### config.mk
export PLATFORM = sky130hd
export DESIGN_NAME = risc_debug_capture
export DESIGN_NICKNAME = d
export VERILOG_FILES = /design/src/rtl/risc_debug_pkg.sv /design/src/rtl/debounce_edge.sv /design/src/rtl/risc_debug_capture.sv
export SDC_FILE = /design/constraint.sdc
export NUM_CORES = 1
export LEC_CHECK = 0
export ABC_CLOCK_PERIOD_IN_PS = 4400
export BUFFER_PORTS_ARGS = -buffer_cell sky130_fd_sc_hd__buf_4
export CORE_MARGIN = 2
export CORE_UTILIZATION = 40
export CTS_CLUSTER_SIZE = 20
export DETAILED_ROUTE_END_ITERATION = 7
export PLACE_DENSITY_LB_ADDON = 0.08
export SYNTH_ARGS = -nofsm -noshare
export SYNTH_HDL_FRONTEND = slang
export SYNTH_HIERARCHICAL = 1
export SYNTH_SLANG_ARGS = --single-unit
export TNS_END_PERCENT = 30
### constraint.sdc
create_clock -name clock -period 4.4 [get_ports clock]
set_input_delay 0.44 -clock clock [delete_from_list [all_inputs] [get_ports clock]]
set_output_delay 0.44 -clock clock [all_outputs]
set_load 0.02 [all_outputs]
### src/rtl/risc_debug_pkg.sv
// Shared types and default timing constants for the debug capture/display path.
package risc_debug_pkg;

  typedef enum logic [1:0] {
    MODE_HALT = 2'b00,
    MODE_STEP = 2'b01,
    MODE_SLOW = 2'b10,
    MODE_FULL = 2'b11
  } run_mode_t;

  // 20 ms button settle time and 4 Hz slow-run rate at a 50 MHz system clock
  localparam int DEFAULT_DEBOUNCE_CYCLES = 1_000_000;
  localparam int DEFAULT_SLOW_DIV        = 12_500_000;

endpackage

### src/rtl/debounce_edge.sv
// Synchronizes and debounces a raw push-button, then emits a one-cycle pulse
// on each rising edge of the settled level.
module debounce_edge
  import risc_debug_pkg::*;
#(
  parameter int DEBOUNCE_CYCLES = DEFAULT_DEBOUNCE_CYCLES
) (
  input  logic clock,
  input  logic reset_n,
  input  logic btn_raw,
  output logic rise
);

  localparam int CNT_W = $clog2(DEBOUNCE_CYCLES + 1);

  logic             sync_p0;
  logic             sync_p1;
  logic             level;
  logic             level_q;
  logic [CNT_W-1:0] stable_cnt;

  always_ff @(posedge clock or negedge reset_n) begin
    if (!reset_n) begin
      sync_p0    <= 1'b0;
      sync_p1    <= 1'b0;
      level      <= 1'b0;
      level_q    <= 1'b0;
      stable_cnt <= '0;
    end else begin
      sync_p0 <= btn_raw;
      sync_p1 <= sync_p0;
      level_q <= level;
      // Level only moves after an unbroken run of disagreeing samples
      if (sync_p1 == level) begin
        stable_cnt <= '0;
      end else if (stable_cnt == CNT_W'(DEBOUNCE_CYCLES - 1)) begin
        level      <= sync_p1;
        stable_cnt <= '0;
      end else begin
        stable_cnt <= stable_cnt + CNT_W'(1);
      end
    end
  end

  assign rise = level & ~level_q;

endmodule

### src/rtl/risc_debug_capture.sv
// Core execution control (halt/step/slow/full) and post-cycle snapshot of the
// core's observable state for the debug display.
module risc_debug_capture
  import risc_debug_pkg::*;
#(
  parameter int WIDTH           = 32,
  parameter int DEBOUNCE_CYCLES = DEFAULT_DEBOUNCE_CYCLES,
  parameter int SLOW_DIV        = DEFAULT_SLOW_DIV
) (
  input  logic             clock,
  input  logic             reset_n,
  input  run_mode_t        mode,
  input  logic             step_btn,
  input  logic             freeze,
  input  logic [WIDTH-1:0] core_pc,
  input  logic [WIDTH-1:0] core_instruction,
  input  logic [WIDTH-1:0] core_alu_result,
  input  logic [WIDTH-1:0] core_reg_data1,
  input  logic [WIDTH-1:0] core_reg_data2,
  input  logic [WIDTH-1:0] core_mem_data,
  output logic             core_clk_en,
  output logic [WIDTH-1:0] dbg_pc,
  output logic [WIDTH-1:0] dbg_instruction,
  output logic [WIDTH-1:0] dbg_alu_result,
  output logic [WIDTH-1:0] dbg_reg_data1,
  output logic [WIDTH-1:0] dbg_reg_data2,
  output logic [WIDTH-1:0] dbg_mem_data,
  output logic [31:0]      dbg_cycle_count,
  output logic             snapshot_valid,
  output logic             halted
);

  localparam int DIV_W = $clog2(SLOW_DIV);

  logic             step_rise;
  logic             clk_en_nxt;
  logic             cap_pend;
  logic             div_wrap;
  logic [DIV_W-1:0] div_cnt;

  debounce_edge #(
    .DEBOUNCE_CYCLES(DEBOUNCE_CYCLES)
  ) u_step_btn (
    .clock   (clock),
    .reset_n (reset_n),
    .btn_raw (step_btn),
    .rise    (step_rise)
  );

  assign div_wrap = (div_cnt == DIV_W'(SLOW_DIV - 1));
  assign halted   = (mode == MODE_HALT) || (mode == MODE_STEP);

  // Step presses seen outside STEP mode simply fall through here
  always_comb begin
    clk_en_nxt = 1'b0;
    case (mode)
      MODE_HALT: clk_en_nxt = 1'b0;
      MODE_STEP: clk_en_nxt = step_rise;
      MODE_SLOW: clk_en_nxt = div_wrap;
      MODE_FULL: clk_en_nxt = 1'b1;
      default:   clk_en_nxt = 1'b0;
    endcase
  end

  // Stage 0 -> 1: clock-enable issue; stage 1 -> 2: capture pending
  always_ff @(posedge clock or negedge reset_n) begin
    if (!reset_n) begin
      div_cnt         <= '0;
      core_clk_en     <= 1'b0;
      cap_pend        <= 1'b0;
      snapshot_valid  <= 1'b0;
      dbg_cycle_count <= '0;
    end else begin
      if ((mode != MODE_SLOW) || div_wrap) begin
        div_cnt <= '0;
      end else begin
        div_cnt <= div_cnt + DIV_W'(1);
      end
      core_clk_en    <= clk_en_nxt;
      cap_pend       <= core_clk_en;
      snapshot_valid <= cap_pend & ~freeze;
      if (core_clk_en) begin
        dbg_cycle_count <= dbg_cycle_count + 32'd1;
      end
    end
  end

  // Stage 2: snapshot registers, loaded one cycle after the enabled core edge
  always_ff @(posedge clock or negedge reset_n) begin
    if (!reset_n) begin
      dbg_pc          <= '0;
      dbg_instruction <= '0;
      dbg_alu_result  <= '0;
      dbg_reg_data1   <= '0;
      dbg_reg_data2   <= '0;
      dbg_mem_data    <= '0;
    end else if (cap_pend && !freeze) begin
      dbg_pc          <= core_pc;
      dbg_instruction <= core_instruction;
      dbg_alu_result  <= core_alu_result;
      dbg_reg_data1   <= core_reg_data1;
      dbg_reg_data2   <= core_reg_data2;
      dbg_mem_data    <= core_mem_data;
    end
  end

endmodule

# Yosys cells after proc, flatten, opt, wreduce, memory -nomap -nowiden
# Cells that the tools add are included.
# Widths: inputs -> output; s select.
[totals]
ff_bits = 275
input_bits = 198
out_inout_bits = 227
wordCells = 41
[op_classes]
add_sub_neg = 3
eq_ne = 7
mux = 4
n_bitwise = 5
n_reduce_logical = 6
[op_table]
columns = ["op", "count"]
rows = [
  ["$mux 20", 2],
  ["$add 32x1->32 const B", 1],
  ["$add 24x1->24 const B", 1],
  ["$eq 24x24->1 const B", 1],
  ["$mux 24", 1],
  ["$add 20x1->20 const B", 1],
  ["$eq 20x20->1 const B", 1],
  ["$eq 2x2->1 const B", 2],
  ["$pmux 1 s4", 1],
  ["$not 1->1", 3],
  ["$and 1x1->1", 2],
  ["$eq 2x1->1 const B", 1],
  ["$logic_not 2->1", 1],
  ["$logic_or 1x1->1", 2],
  ["$ne 2x2->1 const B", 1],
  ["$reduce_and 2->1", 1],
  ["$eq 1x1->1", 1],
  ["$logic_and 1x1->1", 1],
  ["$logic_not 1->1", 1],
]

# Longest topological paths before layout
# Gate-level depths: netlist of run 1.
[logic_depth]
ltp_word = 3
mapped_depth = 7
mapped_depth_nobuf = 6

# Cells and area by module
# Netlist of run 1, hierarchy kept.
[modules_own_cells]
columns = ["mod", "n_inst", "cells_each", "area_each_um2", "seq_area_each_um2"]
rows = [
  ["risc_debug_capture", 1, 653, 9811.9, 6281.0],
  ["debounce_edge", 1, 110, 1146.1, 600.6],
]

# Least setup slack after synthesis of run 1
# Ideal clock, no wire load.
[synth_timing]
kind = "flip-flop to flip-flop"
from = "register core_clk_en"
to = "register dbg_cycle_count[27]"
arrival_ns = 1.693
required_time_ns = 4.270
setup_slack_ns = 2.577
path_stages_with_launch = 6
path_buffers = 0
period_less_slack_ns = 1.823
path_cell_list = "dfrtp_1 nand4_2 or4_4 nor3_4 nand3_2 xnor2_1"
[synth_lines]
columns = ["element", "line", "rtl"]
rows = [
  ["start: declaration", "risc_debug_capture.sv:21", "output logic core_clk_en,"],
  ["start signal: assignment", "risc_debug_capture.sv:79", "core_clk_en <= clk_en_nxt;"],
  ["end signal: assignment", "risc_debug_capture.sv:83", "dbg_cycle_count <= dbg_cycle_count + 32'd1;"],
  ["end: declaration", "risc_debug_capture.sv:28", "output logic [31:0] dbg_cycle_count,"],
]

# Worst setup path in the final report of run 1
[layout_timing]
from = "register div_cnt[0]"
to = "register div_cnt[15]"
[layout_via]
elab_chain_cells = 3
elab_cells_between_ends = 4
classes_between = "add/sub: 1; eq/ne: 1; mux: 1; reduce/logical: 1"
[layout_lines]
columns = ["element", "line", "rtl"]
rows = [
  ["start: declaration", "risc_debug_capture.sv:39", "logic [DIV_W-1:0] div_cnt;"],
  ["start signal: assignment", "risc_debug_capture.sv:77", "div_cnt <= div_cnt + DIV_W'(1);"],
  ["branches (longest 2 deep; another with $add 24x1->24)", "n/a", ""],
  ["$mux 24 *", "risc_debug_capture.sv:74", "if ((mode != MODE_SLOW) || div_wrap) begin"],
]
# Mark *: on every way between the ends.
# A chain may end at the register's enable or synchronous reset.

==> run_results.csv, run 1 <==
group,metric,value,unit
pwr,switching_share,0.283,
sta,relSlewSlack,0.346,
critical_path,cp-end-kind,"flip-flop",
clock_network,cts_buffer_depth,3,
critical_path,max_stage_delay,0.67,ns
clock_network,root_buffer,"clkbuf_16",
clock_network,clkLatencyLatePin,0.55,ns
clock_network,cts_tree,"done",
final_layout,nFillCells,2271,
critical_path,reg2reg_depth,5,
final_layout,drive_gt1_frac,0.563,
final_layout,nets,1403,
pwr,clkPwrFrac,0.354,
sta,fin_skew,0.0154,ns
sta,fin_crit_sh,0.499,
pwr,intPower,5.39,mW
grt,grt_pass1_vias,7512,
yosys,synth-warning-count,6,
sta,tightest_slew,0.981,ns
final_layout,syn_to_final_growth,42.7,%
floorplanning,dieArea,0.0287,mm²
outcome,violations,"negative hold slack",
critical_path,critPathKind,"reg2reg",
critical_path,critPathArrivalTime,2.59,ns
detailed_routing,first_iter_violations,320,
grt,grt_pass1_wl,44400,µm
floorplanning,die_y,170,µm
floorplanning,die_w,170,µm
yosys,syn_area,0.0110,mm²
clock_network,cts_buffers,31,
yosys,syn-num-nets,964,
grt,grt_overflow,0,
sta,final_max_slew_viol_count,0,
sta,holdWs,-0.0538,ns
detailed_routing,drtAntennaViolNets,0,
final_layout,final_common_cell,"buf_4",
yosys,netlist.area_leader.share,0.628,
clock_network,clk_pin_slew,0.06,ns
yosys,ys_ff_latch,275,
pwr,power.switching,2.13,mW
min_path,hold_class,"in2async",
sta,fin_tns_setup,0,ns
detailed_routing,route.vias.total,7614,
sta,clock.fmax,455,MHz
grt,antenna_found_initial,1,
final_layout,stdcell_count,1567,
yosys,synth_area_per_cell,14.4,µm²
pwr,p_comb_frac,0.233,
critical_path,crit_chain,"ha_1, nand4_1, nor4_1, or3_1, nor2_1",
detailed_routing,vias_per_cell,4.86,
floorplanning,ios,425,
yosys,synth_cells,763,
place,place_congestion,0.813,
pwr,p_per_area,481,mW/mm²
grt,grt_usage,0.200,
detailed_routing,post_drt_wl_per_cell,18.7,µm
critical_path,worstPathMaxFanout,23,
floorplanning,core.rowCount,60,
flow_run,maxCapViolCount,0,
pwr,seq_power_share,0.413,
floorplanning,coreArea,0.0270,mm²
outcome,status,"finished, violations left",
sta,finalSetupViolCount,0,
grt,grt_start_max_net_pins,123,
final_layout,multi_input_area,0.00392,mm²
detailed_routing,routed_wl,29400,µm
yosys,yosys.area.top_type,"dfrtp_1",
pwr,finalPower,7.52,mW
pwr,total_leakage_power,7.36,nW
sta,rsz0062_at_grt,"false",
place,dp_hpwl,22100,µm
clock_network,clock_sinks,275,
detailed_routing,drc_errors,0,
pwr,irDropWorstVdd,365,µV
sta,period_needed,2.20,ns
yosys,synth.area.top_cells,"dfrtp_1 63%, mux2_2 20%, xnor2_1 3.3%",
critical_path,worstSetupStartpointType,"flip-flop",
detailed_routing,firstDrtPassIters,4,
sta,hold_violations,20,
critical_path,critPathRequiredTime,4.79,ns
critical_path,cp_slowest_cell,"or3_1",
place,post-place-cells,1509,
place,numPortBuffers,424,
final_layout,mostFrequentLayoutCells,"426 x buf_4, 275 x dfrtp_1, 194 x mux2_2",
clock_network,post_cts_resized,0,
final_layout,regArea,0.00688,mm²
yosys,ys_types,39,
floorplanning,initial_core_util,0.407,
yosys,ys_seq_area_frac,0.628,
clock_network,htreeDepth,1,
## registers in the layout, indices dropped and copies added, names as in the netlist
name and flops:
u_step_btn/level_q 1, u_step_btn/level 1, dbg_reg_data2 32, dbg_mem_data 32, dbg_instruction 32, dbg_reg_data1 32
dbg_alu_result 32, snapshot_valid 1, dbg_cycle_count 32, u_step_btn/sync_p1 1, cap_pend 1, dbg_pc 32
u_step_btn/sync_p0 1, u_step_btn/stable_cnt 20, div_cnt 24, core_clk_en 1
## repair_timing
action / 4_1_cts / 5_1_grt
hold buffers: 1 / 0
buffers inserted: 0 / 0
hold endpoints to repair: 1 / 0
## power by group through the flow
| stage | Sequential [mW] | Combinational [mW] | Clock [mW] |
|---|---|---|---|
| 3_5_place_dp | 3.15 | 1.78 | 0 |
| 2_1_floorplan | 3.59 | 0.380 | 0 |
| 3_3_place_gp | 3.14 | 1.76 | 0 |
| 4_1_cts | 3.11 | 1.78 | 2.74 |
| 6_report | 3.11 | 1.75 | 2.66 |
| 5_1_grt | 3.16 | 1.84 | 2.83 |
## critical path, delay by kind of cell (launching register included)
kind	cells	cell delay, ns
fa+ha+maj	1	0.22
flops	1	0.38
simple gates	4	1.44
## worst paths after layout
kind	from	endpoint	slack (ns)
max	div_cnt[0]	div_cnt[15]	2.20
min	reset_n	dbg_cycle_count[27]	-0.05
max reg2reg	div_cnt[0]	div_cnt[15]	2.20
min reg2reg	u_step_btn/sync_p0	u_step_btn/sync_p1	0.35
max in group asynchronous	reset_n	dbg_mem_data[9]	3.30
min in group clock	mode[0]	div_cnt[4]	0.08
## synth_stat cells (all sizes together)
master  count
mux2      194
and3       11
and2        3
and4        6
clkbuf      4
nor4       11
nand3      24
o21ai       4
nand2      27
or2         1
buf        22
dfrtp     275
nor2       51
xor2       28
nor3       11
xnor2      41
or4         2
a21oi       2
or3         3
nand4      21
inv         9
nor4b       5
ha          3
mux2i       2
nor2b       2
and3b       1
## through the flow
| stage | hold slack (ns) | setup slack [ns] | cell area (µm²) | utilization |
|---|---|---|---|---|
| 2_1_floorplan | 0.144 | 2.58 | 11000 | - |
| 3_3_place_gp | 0.336 | 2.26 | 14600 | 0.540 |
| 3_5_place_dp | 0.340 | 2.16 | 14600 | 0.540 |
| 4_1_cts | 0.0235 | 2.12 | 15600 | 0.580 |
| 5_1_grt | 0.0403 | 1.95 | 15600 | 0.580 |
| 6_report | -0.0538 | 2.20 | 15600 | 0.580 |
## cell families after synthesis
family                   after synthesis  share of synthesized area
flip-flops                           275                      0.628
multiplexers                         196                      0.201
AND/OR/NAND/NOR                      179                     0.0944
adder cells (fa/ha/maj)                3                    0.00343
XOR/XNOR                              69                     0.0551
AO/OA/AOI/OAI                          6                    0.00308
buffers and inverters                 35                     0.0147
## metal layers
metal  GRT usage  share of wire  routed length [µm]  vias to the layer above
met3      0.0548          0.072                2110                       51
met5           0              0                   0                        -
li1            -              -                   -                     3540
met2       0.345           0.51               14900                      235
met1       0.246           0.39               11500                     3788
met4      0.0565          0.027                 785                        0
## final cells by class
class	instances	area share
Clock buffer	47	0.0579
Multi-Input combinational cell	453	0.251
Inverter	9	0.00216
Antenna cell	1	0.000160
Sequential cell	275	0.440
Timing Repair Buffer	432	0.211
Tap cell	341	0.0273
Clock inverter	9	0.0101
Power figures use the tool's default switching activity.
==> run 2, diff against run 1 <==
--- a/config.mk
+++ b/config.mk
@@ -5,7 +5,7 @@
 export SDC_FILE = /design/constraint.sdc
 export NUM_CORES = 1
 export LEC_CHECK = 0
-export ABC_CLOCK_PERIOD_IN_PS = 4400
+export ABC_CLOCK_PERIOD_IN_PS = 1900
 export BUFFER_PORTS_ARGS = -buffer_cell sky130_fd_sc_hd__buf_4
 export CORE_MARGIN = 2
 export CORE_UTILIZATION = 40
==> constraint.sdc (replaced) <==
create_clock -name clock -period 1.9 [get_ports clock]
set_input_delay 0.19 -clock clock [delete_from_list [all_inputs] [get_ports clock]]
set_output_delay 0.19 -clock clock [all_outputs]
set_load 0.02 [all_outputs]
==> run 2 against run 1 <==
Against the previous run:
- the run now ends clean
- clock skew shrank 0.0039 ns
- count of clock-buffer cells in the layout stayed put
- fmax grew 24%
- core utilization is 8.1 points higher
- cell area increased by 14%
- non-clock buffer count rose by 229
- via count up 12%
- clock power increased by 110%
- worst hold slack better by 0.21 ns
==> run_results.csv, run 2 (synthesis results as in run 1) <==
group,metric,value,unit
pwr,intPower,12.3,mW
floorplanning,coreArea,0.0270,mm²
sta,period_needed,1.77,ns
floorplanning,die_w,170,µm
clock_network,clk_pin_slew,0.06,ns
final_layout,syn_to_final_growth,62.7,%
final_layout,mostFrequentLayoutCells,"453 x buf_4, 275 x dfrtp_1, 197 x dlygate4sd3_1",
grt,grt_pass1_vias,9017,
floorplanning,core.rowCount,60,
clock_network,clkLatencyLatePin,0.54,ns
critical_path,worstPathMaxFanout,5,
final_layout,nets,1632,
sta,clock.fmax,564,MHz
clock_network,htreeDepth,1,
grt,grt_usage,0.222,
final_layout,multi_input_area,0.00394,mm²
flow_run,maxCapViolCount,0,
final_layout,utilization,0.662,
place,place_congestion,0.820,
sta,fin_skew,0.0115,ns
critical_path,critPathRequiredTime,2.33,ns
pwr,finalPower,17.3,mW
detailed_routing,route.vias.total,8520,
detailed_routing,routed_wl,32500,µm
detailed_routing,post_drt_wl_per_cell,18.2,µm
critical_path,worstSetupStartpointType,"flip-flop",
pwr,p_per_area,971,mW/mm²
pwr,power.switching,5.00,mW
pwr,total_leakage_power,8.35,nW
final_layout,stdcell_area,0.0178,mm²
clock_network,clock_sinks,275,
detailed_routing,first_iter_violations,383,
outcome,status,"finished, final reports clean",
sta,finalSetupViolCount,0,
sta,hold_violations,0,
sta,relSlewSlack,0.589,
sta,fin_crit_sh,0.934,
sta,tightest_slew,0.617,ns
min_path,hold_class,"in2reg",
pwr,clkPwrFrac,0.323,
floorplanning,dieArea,0.0287,mm²
pwr,seq_power_share,0.417,
floorplanning,initial_core_util,0.407,
clock_network,cts_tree,"done",
pwr,p_comb_frac,0.260,
clock_network,cts_buffers,31,
critical_path,cp-end-kind,"flip-flop",
detailed_routing,firstDrtPassIters,4,
clock_network,root_buffer,"clkbuf_16",
floorplanning,ios,425,
grt,grt_start_max_net_pins,67,
final_layout,stdcell_count,1793,
grt,grt_pass1_wl,49900,µm
final_layout,regArea,0.00688,mm²
detailed_routing,drc_errors,0,
final_layout,nFillCells,2047,
grt,grt_overflow,0,
place,numPortBuffers,424,
detailed_routing,drtAntennaViolNets,0,
place,place_area,0.0149,mm²
critical_path,critPathArrivalTime,2.20,ns
place,post-place-cells,1540,
clock_network,cts_buffer_depth,3,
critical_path,critPathKind,"reg2reg",
detailed_routing,vias_per_cell,4.75,
grt,antenna_found_initial,1,
place,dp_hpwl,23100,µm
pwr,irDropWorstVdd,643,µV
pwr,switching_share,0.289,
final_layout,final_common_cell,"buf_4",
final_layout,drive_gt1_frac,0.498,
floorplanning,die_y,170,µm
sta,final_max_slew_viol_count,0,
## run 2: cell types whose count changed in the layout (fill, tap and decap cells not counted), moves of 3 or more
cell and change:
bufinv_16 -4, clkinv_2 +3, buf_12 +6, buf_4 +27, dlygate4sd3_1 +196
## run 2: path summary, 6_finish.rpt
check | startpoint | endpoint | slack, ns | cells past startpoint
setup / recovery | dbg_cycle_count[5] | dbg_cycle_count[28] | 0.13 | 6
hold / removal | freeze | snapshot_valid | 0.15 | 3
setup reg to reg | dbg_cycle_count[5] | dbg_cycle_count[28] | 0.13 | 6
hold reg to reg | u_step_btn/sync_p0 | u_step_btn/sync_p1 | 0.37 | 0
max in group asynchronous | reset_n | dbg_reg_data1[10] | 1.00 | 3
min in group asynchronous | reset_n | dbg_cycle_count[27] | 0.24 | 2
## run 2: critical path: stages (launching register included)
cell and delay [ns]:
dfrtp_1 0.40, nand3_1 0.20, buf_4 0.20, nor4_4 0.31, and3_1 0.25, nand4_1 0.14, xnor2_1 0.16
## run 2: cell type report
| type | count | share of cell area |
|---|---|---|
| flip-flops and latches | 275 | 0.386 |
| repair buffers | 661 | 0.313 |
| multi-input cells | 453 | 0.221 |
| clock buffers | 47 | 0.0519 |
| well taps | 341 | 0.0239 |
| inverters | 9 | 0.00189 |
| clock inverters | 5 | 0.00175 |
| diodes | 2 | 0.000281 |
## run 2: power groups by stage
stage                     sequential [mW]  combinational (mW)  clock (mW)
after floorplan                      8.30               0.879           0
after global placement               7.26                4.15           0
after global routing                 7.31                4.73        6.02
after CTS                            7.19                4.52        5.76
final                                7.21                4.50        5.60
after detailed placement             7.29                4.17           0
## run 2: repair_timing
item	4_1_cts	5_1_grt
setup buffers	0	2
gates resized for setup	0	2
endpoints found under the setup margin	0	23
hold endpoints to repair	248	0
hold buffers	197	0
## run 2: per-stage QoR
stage | worst slack [ns] | hold WS, ns | setup TNS (ns)
floorplan | 0.0771 | -0.106 | 0
global placement | 0.175 | 0.225 | 0
detailed placement | 0.125 | 0.221 | 0
CTS | 0.118 | 0.113 | 0
global route | -0.00649 | 0.127 | -0.0143
finish | 0.126 | 0.152 | 0
## run 2: per-layer routing
metal	wire length [µm]	GRT usage	up-vias
met5	0	0	-
met4	1040	0.0743	0
met3	1930	0.0478	67
met2	16600	0.392	279
met1	13000	0.269	4165
li1	-	-	4009
==> run 3, diff against run 2 <==
--- a/config.mk
+++ b/config.mk
@@ -7,10 +7,11 @@
 export LEC_CHECK = 0
 export ABC_CLOCK_PERIOD_IN_PS = 1900
 export BUFFER_PORTS_ARGS = -buffer_cell sky130_fd_sc_hd__buf_4
-export CORE_MARGIN = 2
-export CORE_UTILIZATION = 40
+export CORE_AREA = 2 2 167 169
+export CTS_BUF_LIST = sky130_fd_sc_hd__clkbuf_8
 export CTS_CLUSTER_SIZE = 20
 export DETAILED_ROUTE_END_ITERATION = 7
+export DIE_AREA = 0 0 169 171
 export PLACE_DENSITY_LB_ADDON = 0.08
 export SYNTH_ARGS = -nofsm -noshare
 export SYNTH_HDL_FRONTEND = slang
==> run 3 against run 2 <==
Against the previous run:
- worst hold slack worse by 0.091 ns
- via count is essentially flat
- sequential power barely moved
- critical path type unchanged
- critical endpoint is now div_cnt[20]
- combinational power barely moved
- clock skew fell by 0.00055 ns
==> run_results.csv, run 3 (synthesis results as in run 1) <==
group,metric,value,unit
outcome,status,"finished, final reports clean",
sta,rsz0062_at_grt,"false",
sta,holdWs,0.0606,ns
final_layout,syn_to_final_growth,61.9,%
clock_network,postCtsSetupBuffers,0,
sta,finalSetupViolCount,0,
detailed_routing,post_drt_wl_per_cell,17.7,µm
clock_network,clock_sinks,275,
critical_path,critPathKind,"reg2reg",
detailed_routing,routed_wl,32100,µm
grt,grt_start_max_net_pins,65,
sta,fin_tns_setup,0,ns
grt,grt_overflow,0,
sta,period_needed,1.76,ns
grt,antenna_found_initial,1,
detailed_routing,drtAntennaViolNets,0,
clock_network,htreeDepth,2,
floorplanning,coreArea,0.0273,mm²
critical_path,critPathRequiredTime,2.36,ns
sta,relSlewSlack,0.628,
clock_network,clkLatencyLatePin,0.54,ns
floorplanning,dieArea,0.0289,mm²
clock_network,root_buffer,"clkbuf_8",
final_layout,nets,1643,
sta,final_max_slew_viol_count,0,
critical_path,worstSetupStartpointType,"flip-flop",
place,place_congestion,0.803,
place,numPortBuffers,424,
min_path,hold_class,"in2reg",
final_layout,final_common_cell,"buf_4",
detailed_routing,wl_met1,12800,µm
detailed_routing,met3_length,2120,µm
pwr,power.switching,4.94,mW
final_layout,mostFrequentLayoutCells,"446 x buf_4, 275 x dfrtp_1, 197 x dlygate4sd3_1",
sta,tightest_slew,0.558,ns
sta,clock.fmax,569,MHz
floorplanning,die_y,171,µm
detailed_routing,route.vias.total,8526,
sta,hold_violations,0,
detailed_routing,first_iter_violations,365,
pwr,irDropWorstVdd,554,µV
critical_path,worstPathMaxFanout,4,
grt,grt_pass1_vias,9050,
floorplanning,initial_core_util,0.401,
clock_network,cts_tree,"done",
detailed_routing,met2_length,16200,µm
flow_run,maxCapViolCount,0,
grt,grt_usage,0.221,
detailed_routing,firstDrtPassIters,4,
pwr,seq_power_share,0.435,
clock_network,cts_buffers,46,
sta,fin_skew,0.0110,ns
floorplanning,die_w,169,µm
floorplanning,ios,425,
detailed_routing,top_layer,"met4",
pwr,intPower,11.6,mW
critical_path,cp-end-kind,"flip-flop",
detailed_routing,drc_errors,0,
final_layout,drive_gt1_frac,0.497,
place,dp_hpwl,23200,µm
pwr,clkPwrFrac,0.294,
clock_network,cts_buffer_depth,3,
sta,fin_crit_sh,0.924,
pwr,p_comb_frac,0.272,
pwr,switching_share,0.298,
critical_path,critPathArrivalTime,2.22,ns
pwr,total_leakage_power,8.36,nW
detailed_routing,vias_per_cell,4.68,
pwr,p_per_area,934,mW/mm²
floorplanning,core.rowCount,61,
clock_network,clk_pin_slew,0.06,ns
grt,grt_pass1_wl,49700,µm
## run 3: per-stage QoR
step                total power, mW  worst slack [ns]  cell area [µm²]  cells  utilization
finish                         16.6             0.144            17700   1820        0.649
global route                   17.4            0.0159            17700   1820        0.649
CTS                            16.8             0.138            17700   1819        0.649
detailed placement             11.5             0.149            14900   1543        0.545
global placement               11.4             0.192            14900   1543        0.545
floorplan                      9.18            0.0771            11000    763            -
## run 3: worst max-delay path: stages (launching register included)
cell and delay, ns:
dfrtp_1 0.38, ha_1 0.21, nand4_1 0.22, nor4b_2 0.44, nand4_1 0.17, xor2_1 0.16
nor2_1 0.10
## run 3: final cells by class
cell class	count	area [µm²]
clock inverters	23	91.3
diodes	1	2.50
repair buffers	657	5600
fillers	2130	9580
multi-input cells	453	3930
inverters	9	33.8
clock buffers	56	771
well taps	346	433
flip-flops and latches	275	6880
## run 3: path summary, 6_finish.rpt
check                      slack (ns)                  to  depth (start not counted)          startpoint
max in group asynchronous        0.98          dbg_pc[29]                          3             reset_n
hold reg to reg                  0.35  u_step_btn/sync_p1                          0  u_step_btn/sync_p0
hold / removal                   0.06      snapshot_valid                          3              freeze
min in group asynchronous        0.22           dbg_pc[6]                          2             reset_n
setup / recovery                 0.14         div_cnt[20]                          6          div_cnt[0]
setup reg to reg                 0.14         div_cnt[20]                          6          div_cnt[0]
## run 3: power groups by stage
stage,Sequential (mW),Combinational [mW],Clock (mW)
after floorplan,8.30,0.879,0
after global placement,7.25,4.16,0
after detailed placement,7.29,4.18,0
after CTS,7.19,4.53,5.10
after global routing,7.30,4.74,5.41
final,7.20,4.50,4.87
## run 3: metal layers
layer	global-route usage	vias to the layer above
met4	0.0870	0
met2	0.378	257
met5	0	-
li1	-	4034
met3	0.0571	67
met1	0.268	4168
## run 3: repair_timing
action | 4_1_cts | 5_1_grt
hold endpoints to repair | 250 | 0
gates resized for setup | 0 | 2
hold buffers | 197 | 0
endpoints found under the setup margin | 0 | 23
